<file path="config.mk">
export PLATFORM = sky130hd
export DESIGN_NAME = pdm_frontend
export DESIGN_NICKNAME = d
export VERILOG_FILES = /design/src/rtl/wakey_wakey_pkg.sv /design/src/rtl/sync2.sv /design/src/rtl/pdm_frontend.sv
export SDC_FILE = /design/constraint.sdc
export NUM_CORES = 1
export LEC_CHECK = 0
export BUFFER_PORTS_ARGS = -buffer_cell sky130_fd_sc_hd__buf_2
export CORE_MARGIN = 4
export CORE_UTILIZATION = 64
export CTS_BUF_LIST = sky130_fd_sc_hd__clkbuf_8 sky130_fd_sc_hd__clkbuf_16
export CTS_CLUSTER_DIAMETER = 150
export DETAILED_ROUTE_END_ITERATION = 10
export PLACE_DENSITY = 0.83
export SKIP_LAST_GASP = 1
export SLEW_MARGIN = 20
export SYNTH_ARGS = -nofsm -noshare
export SYNTH_HDL_FRONTEND = slang
export SYNTH_SLANG_ARGS = --single-unit
</file>
<file path="constraint.sdc">
create_clock -name clk_i -period 2.8 [get_ports clk_i]
set_input_delay 0.28 -clock clk_i [delete_from_list [all_inputs] [get_ports clk_i]]
set_output_delay 0.28 -clock clk_i [all_outputs]
set_load 0.005 [all_outputs]
</file>
<file path="src/rtl/wakey_wakey_pkg.sv">
// Shared definitions for the wake-word front end: output width, FSM states
// and the accumulator helper used by the PDM decimator.
package wakey_wakey_pkg;

    localparam int DFE_OUTPUT_BW = 8;

    typedef enum logic [1:0] {
        ST_IDLE   = 2'd0,
        ST_WARMUP = 2'd1,
        ST_RUN    = 2'd2
    } fsm_state_t;

    function automatic logic [DFE_OUTPUT_BW-1:0] add_sample(
        input logic [DFE_OUTPUT_BW-1:0] acc,
        input logic                     sample
    );
        return acc + {{(DFE_OUTPUT_BW-1){1'b0}}, sample};
    endfunction

endpackage

</file>
<file path="src/rtl/sync2.sv">
// Two-flop synchronizer for a single asynchronous input bit.
module sync2 (
    input  logic clk_i,
    input  logic rst_n_i,
    input  logic d,
    output logic q
);

    logic meta_r;
    logic sync_r;

    // Capture the asynchronous input and resolve metastability over two stages.
    always_ff @(posedge clk_i or negedge rst_n_i) begin
        if (!rst_n_i) begin
            meta_r <= 1'b0;
            sync_r <= 1'b0;
        end else begin
            meta_r <= d;
            sync_r <= meta_r;
        end
    end

    assign q = sync_r;

endmodule

</file>
<file path="src/rtl/pdm_frontend.sv">
// PDM microphone front end: generates the mic clock, counts ones per
// decimation window and strobes each completed window once warmup is over.
module pdm_frontend
    import wakey_wakey_pkg::*;
#(
    parameter int CLK_DIV    = 16,
    parameter int DECIM_LEN  = 250,
    parameter int WARMUP_WIN = 2
) (
    input  logic                     clk_i,
    input  logic                     rst_n_i,
    input  logic                     pdm_data_i,
    input  logic                     vad_i,
    output logic                     pdm_clk_o,
    output logic [DFE_OUTPUT_BW-1:0] dfe_data,
    output logic                     dfe_valid
);

    if (CLK_DIV < 2 || CLK_DIV > 255) begin : g_bad_clk_div
        $error("pdm_frontend: CLK_DIV must be within 2..255");
    end
    if (DECIM_LEN < 1 || DECIM_LEN > 255) begin : g_bad_decim_len
        $error("pdm_frontend: DECIM_LEN must be within 1..255");
    end
    if (WARMUP_WIN < 0 || WARMUP_WIN > 15) begin : g_bad_warmup_win
        $error("pdm_frontend: WARMUP_WIN must be within 0..15");
    end

    localparam logic [7:0]  DIV_LAST   = 8'(CLK_DIV - 1);
    localparam logic [7:0]  DECIM_LAST = 8'(DECIM_LEN - 1);
    localparam logic [3:0]  WARM_LAST  = 4'(WARMUP_WIN - 1);
    localparam fsm_state_t  FIRST_ACTIVE = (WARMUP_WIN > 0) ? ST_WARMUP : ST_RUN;

    logic pdm_s;
    logic vad_s;

    sync2 u_sync_pdm (
        .clk_i   (clk_i),
        .rst_n_i (rst_n_i),
        .d       (pdm_data_i),
        .q       (pdm_s)
    );

    sync2 u_sync_vad (
        .clk_i   (clk_i),
        .rst_n_i (rst_n_i),
        .d       (vad_i),
        .q       (vad_s)
    );

    fsm_state_t               state_r;
    logic [7:0]               div_cnt_r;
    logic [7:0]               sample_cnt_r;
    logic [DFE_OUTPUT_BW-1:0] acc_r;
    logic [3:0]               warm_cnt_r;
    logic                     pdm_clk_r;
    logic [DFE_OUTPUT_BW-1:0] dfe_data_r;
    logic                     dfe_valid_r;

    // Control FSM, clock divider, window accumulator and output registers.
    always_ff @(posedge clk_i or negedge rst_n_i) begin
        if (!rst_n_i) begin
            state_r      <= ST_IDLE;
            div_cnt_r    <= 8'd0;
            sample_cnt_r <= 8'd0;
            acc_r        <= '0;
            warm_cnt_r   <= 4'd0;
            pdm_clk_r    <= 1'b0;
            dfe_data_r   <= '0;
            dfe_valid_r  <= 1'b0;
        end else begin
            dfe_valid_r <= 1'b0;
            case (state_r)
                ST_IDLE: begin
                    div_cnt_r    <= 8'd0;
                    sample_cnt_r <= 8'd0;
                    acc_r        <= '0;
                    warm_cnt_r   <= 4'd0;
                    pdm_clk_r    <= 1'b0;
                    if (vad_s) begin
                        state_r <= FIRST_ACTIVE;
                    end else begin
                        state_r <= ST_IDLE;
                    end
                end
                ST_WARMUP, ST_RUN: begin
                    // A dropped enable wins over everything, including a window
                    // completing in this same cycle.
                    if (!vad_s) begin
                        state_r      <= ST_IDLE;
                        div_cnt_r    <= 8'd0;
                        sample_cnt_r <= 8'd0;
                        acc_r        <= '0;
                        warm_cnt_r   <= 4'd0;
                        pdm_clk_r    <= 1'b0;
                    end else if (div_cnt_r == DIV_LAST) begin
                        div_cnt_r <= 8'd0;
                        pdm_clk_r <= ~pdm_clk_r;
                        if (!pdm_clk_r) begin
                            if (sample_cnt_r == DECIM_LAST) begin
                                sample_cnt_r <= 8'd0;
                                acc_r        <= '0;
                                if (state_r == ST_RUN) begin
                                    dfe_data_r  <= add_sample(acc_r, pdm_s);
                                    dfe_valid_r <= 1'b1;
                                end else begin
                                    warm_cnt_r <= warm_cnt_r + 4'd1;
                                    if (warm_cnt_r == WARM_LAST) begin
                                        state_r <= ST_RUN;
                                    end else begin
                                        state_r <= ST_WARMUP;
                                    end
                                end
                            end else begin
                                sample_cnt_r <= sample_cnt_r + 8'd1;
                                acc_r        <= add_sample(acc_r, pdm_s);
                            end
                        end else begin
                            sample_cnt_r <= sample_cnt_r;
                        end
                    end else begin
                        div_cnt_r <= div_cnt_r + 8'd1;
                    end
                end
                default: begin
                    state_r      <= ST_IDLE;
                    div_cnt_r    <= 8'd0;
                    sample_cnt_r <= 8'd0;
                    acc_r        <= '0;
                    warm_cnt_r   <= 4'd0;
                    pdm_clk_r    <= 1'b0;
                end
            endcase
        end
    end

    assign pdm_clk_o = pdm_clk_r;
    assign dfe_data  = dfe_data_r;
    assign dfe_valid = dfe_valid_r;

endmodule

</file>
==> impl_metrics.tcl <==
set metrics [dict create \
    status "finished clean" \
    r2r_cells 7 \
    synth.largest_area_cell "dfrtp_1" \
    timing.hold.ws_ns 0.0889 \
    synthArstFlopShare_pct 100 \
    crit_end "sample_cnt_r[5]" \
    cts_resized 0 \
    required_ns 3.02 \
    slowest_delay_ns 0.48 \
    cts_tree "done" \
    cellPowerDensity_nw_per_um2 508 \
    yosysSeqAreaShare_pct 48.7 \
    htreeDepth 2 \
    r2r_start "state_r[0]" \
    rsz0062_at_grt "false" \
    avgSynthCellArea_um2 10.6 \
    syn_inst 214 \
    critPathMostFrequentCell "a21oi_1" \
    die_y_um 67.5 \
    cts_root_buffer "clkbuf_8" \
    crit_path_end_kind "flop" \
    grt_pass1_wl_um 7350 \
    min_period_ns 2.04 \
    final_util_pct 73.5 \
    post_route_cells_drive_above_1_share_pct 17.2 \
    grt_util_all_layers_pct 21.7 \
    gr-usage-met3_pct 5.16 \
    arrival_ns 2.26 \
    maxCapViolations 0 \
    rows 21 \
    r2r_setup_slack_ns 0.76 \
    io_buffers 13 \
    p_leak_nw 1.15 \
    fmax_ghz 0.490 \
    synth_area_leaders "dfrtp_1, ha_1, mux2_2" \
    crit_chain "inv_1 -> ha_1 -> nand2_1 -> a21oi_1 -> buf_4 -> or4_1 -> a21oi_1" \
    path_clk_slew_ns 0.07 \
    cp_num_buf_inv 2 \
    startpoint "state_r[0]" \
    core_um2 3360 \
    ir_drop_mv 0.373 \
    crit_type "reg2reg" \
    setup_viol 0 \
    antenna_found_initial 0 \
    slowest_stage "or4_1" \
    ys_seq_elements 44 \
    gp_congestion 0.844 \
    slew_violations 0 \
    die_area_um2 4550 \
    drtAntennaViolNets 0 \
    vias 1674 \
    power_w 0.00126 \
    boundaryPins 14 \
    cts_hold_buf 0 \
    diodes 0 \
    drc 0 \
    initialDrtViolationCount 107 \
    wl_um 4300 \
    grt.busiest_layer "met2" \
    clock-sinks 44 \
    synth_top_cell_area_share_pct 48.7 \
    r2r_end "sample_cnt_r[5]" \
    grt_use_met1_pct 27.6 \
    syn-cell-area_um2 2260 \
    fin_skew_ns 0.0121 \
    cp_max_fo 19 \
    die_w_um 67.5 \
    finalCritPeriodShare_pct 72.9 \
    start_util_pct 67.3 \
    postCtsSetupBuffers 0 \
    fin_setup_tns_ns 0 \
    place_hpwl_um 3140 \
    first_pass_iters 4 \
    crit_path_start_kind "flop" \
    wl_per_cell_um 15.4 \
    critPathTopFamily "simple AND/OR/NAND/NOR gates" \
    met2_usage_pct 35.5 \
    synth_top_flop_cell "dfrtp_1" \
    insertion_delay_ns 0.30 \
    syn_nets 228 \
    overflow 0 \
    holdPathStages 1 \
    crit_cells 7 \
    nets 246 \
    synth_most_common_cell "dfrtp_1" \
    clockBufferDepth 2 \
    area_growth_pct 9.24 \
    final_hold_viol_count 0 \
    synth-edff-count 0 \
    hp-class "in2reg" \
    numCtsBuffers 5 \
    synth_common_cells "dfrtp_1, nand2_1, nor2_1" \
    maxSlewHeadroom_pct 70.6 \
    grt_start_max_net_pins 45 \
    via_per_inst 6.00 \
    first_global_vias 1621 \
    yosys_warnings 0 \
    synth_cell_type_count 46 \
    tightest_slew_ns 0.442 \
]
## where the power goes
part	internal, W	switching [W]
Combinational	0.0000398	0.0000899
Sequential	0.000647	0.0000102
Clock	0.000261	0.000207
## layout by cell type, fill, tap and decap left out, types with 2 or more instances in the layout
cell type  instances
dfrtp_1           44
nand2_1           19
nor2_1            17
nand3_1           15
buf_2             13
o21ai_0           11
inv_1             10
a21oi_1           10
ha_1              10
mux2_2             7
xnor2_1            6
or3_1              6
a22o_1             5
clkbuf_8           5
xor2_1             4
nand4_1            4
or2_2              4
o211ai_1           4
and3_1             3
or4_1              3
nor4_4             2
and2_1             2
o22ai_1            2
o31ai_1            2
## cells by family after synthesis
family,count (synthesis),share of synthesized area (%)
AND/OR/NAND/NOR,88,22.6
flip-flops,44,48.7
AO/OA/AOI/OAI,40,11.3
buffers and inverters,14,4.09
XOR/XNOR,10,3.87
adder cells (fa/ha/maj),10,5.53
multiplexers,8,3.93
## final cells by class
| cell class | count | area [um2] |
|---|---|---|
| flip-flops and latches | 44 | 1100 |
| multi-input cells | 156 | 1070 |
| fillers | 255 | 892 |
| repair buffers | 16 | 103 |
| clock buffers | 5 | 68.8 |
| well taps | 46 | 57.6 |
| clock inverters | 3 | 38.8 |
| inverters | 9 | 33.8 |
## worst min-delay path by stage
stage                              to              start
floorplan                    acc_r[0]            rst_n_i
global placement         u_sync_pdm.q  u_sync_pdm.meta_r
detailed placement       u_sync_pdm.q  u_sync_pdm.meta_r
CTS                 u_sync_pdm.meta_r         pdm_data_i
global route        u_sync_pdm.meta_r         pdm_data_i
finish              u_sync_pdm.meta_r         pdm_data_i
## sequential cells by signal, indices dropped and copies added, names as in the netlist
register	flops
acc_r	8
dfe_data	8
div_cnt_r	8
sample_cnt_r	8
warm_cnt_r	4
state_r	2
dfe_valid	1
pdm_clk_o	1
u_sync_pdm.meta_r	1
u_sync_pdm.q	1
u_sync_vad.meta_r	1
u_sync_vad.q	1
## layer usage
metal	up-vias	routed length (um)
met5	-	0
li1	800	-
met3	7	180
met4	0	57
met2	28	2160
met1	839	1900
## metrics by stage
stage          instance area, um2  setup WS (ns)  cells
2_1_floorplan                2260          0.929    214
4_1_cts                      2440          0.758    277
6_report                     2470          0.759    279
5_1_grt                      2470          0.565    279
3_5_place_dp                 2330          0.771    269
3_3_place_gp                 2330          0.850    269
No activity file was read; power rests on OpenSTA's default activity.
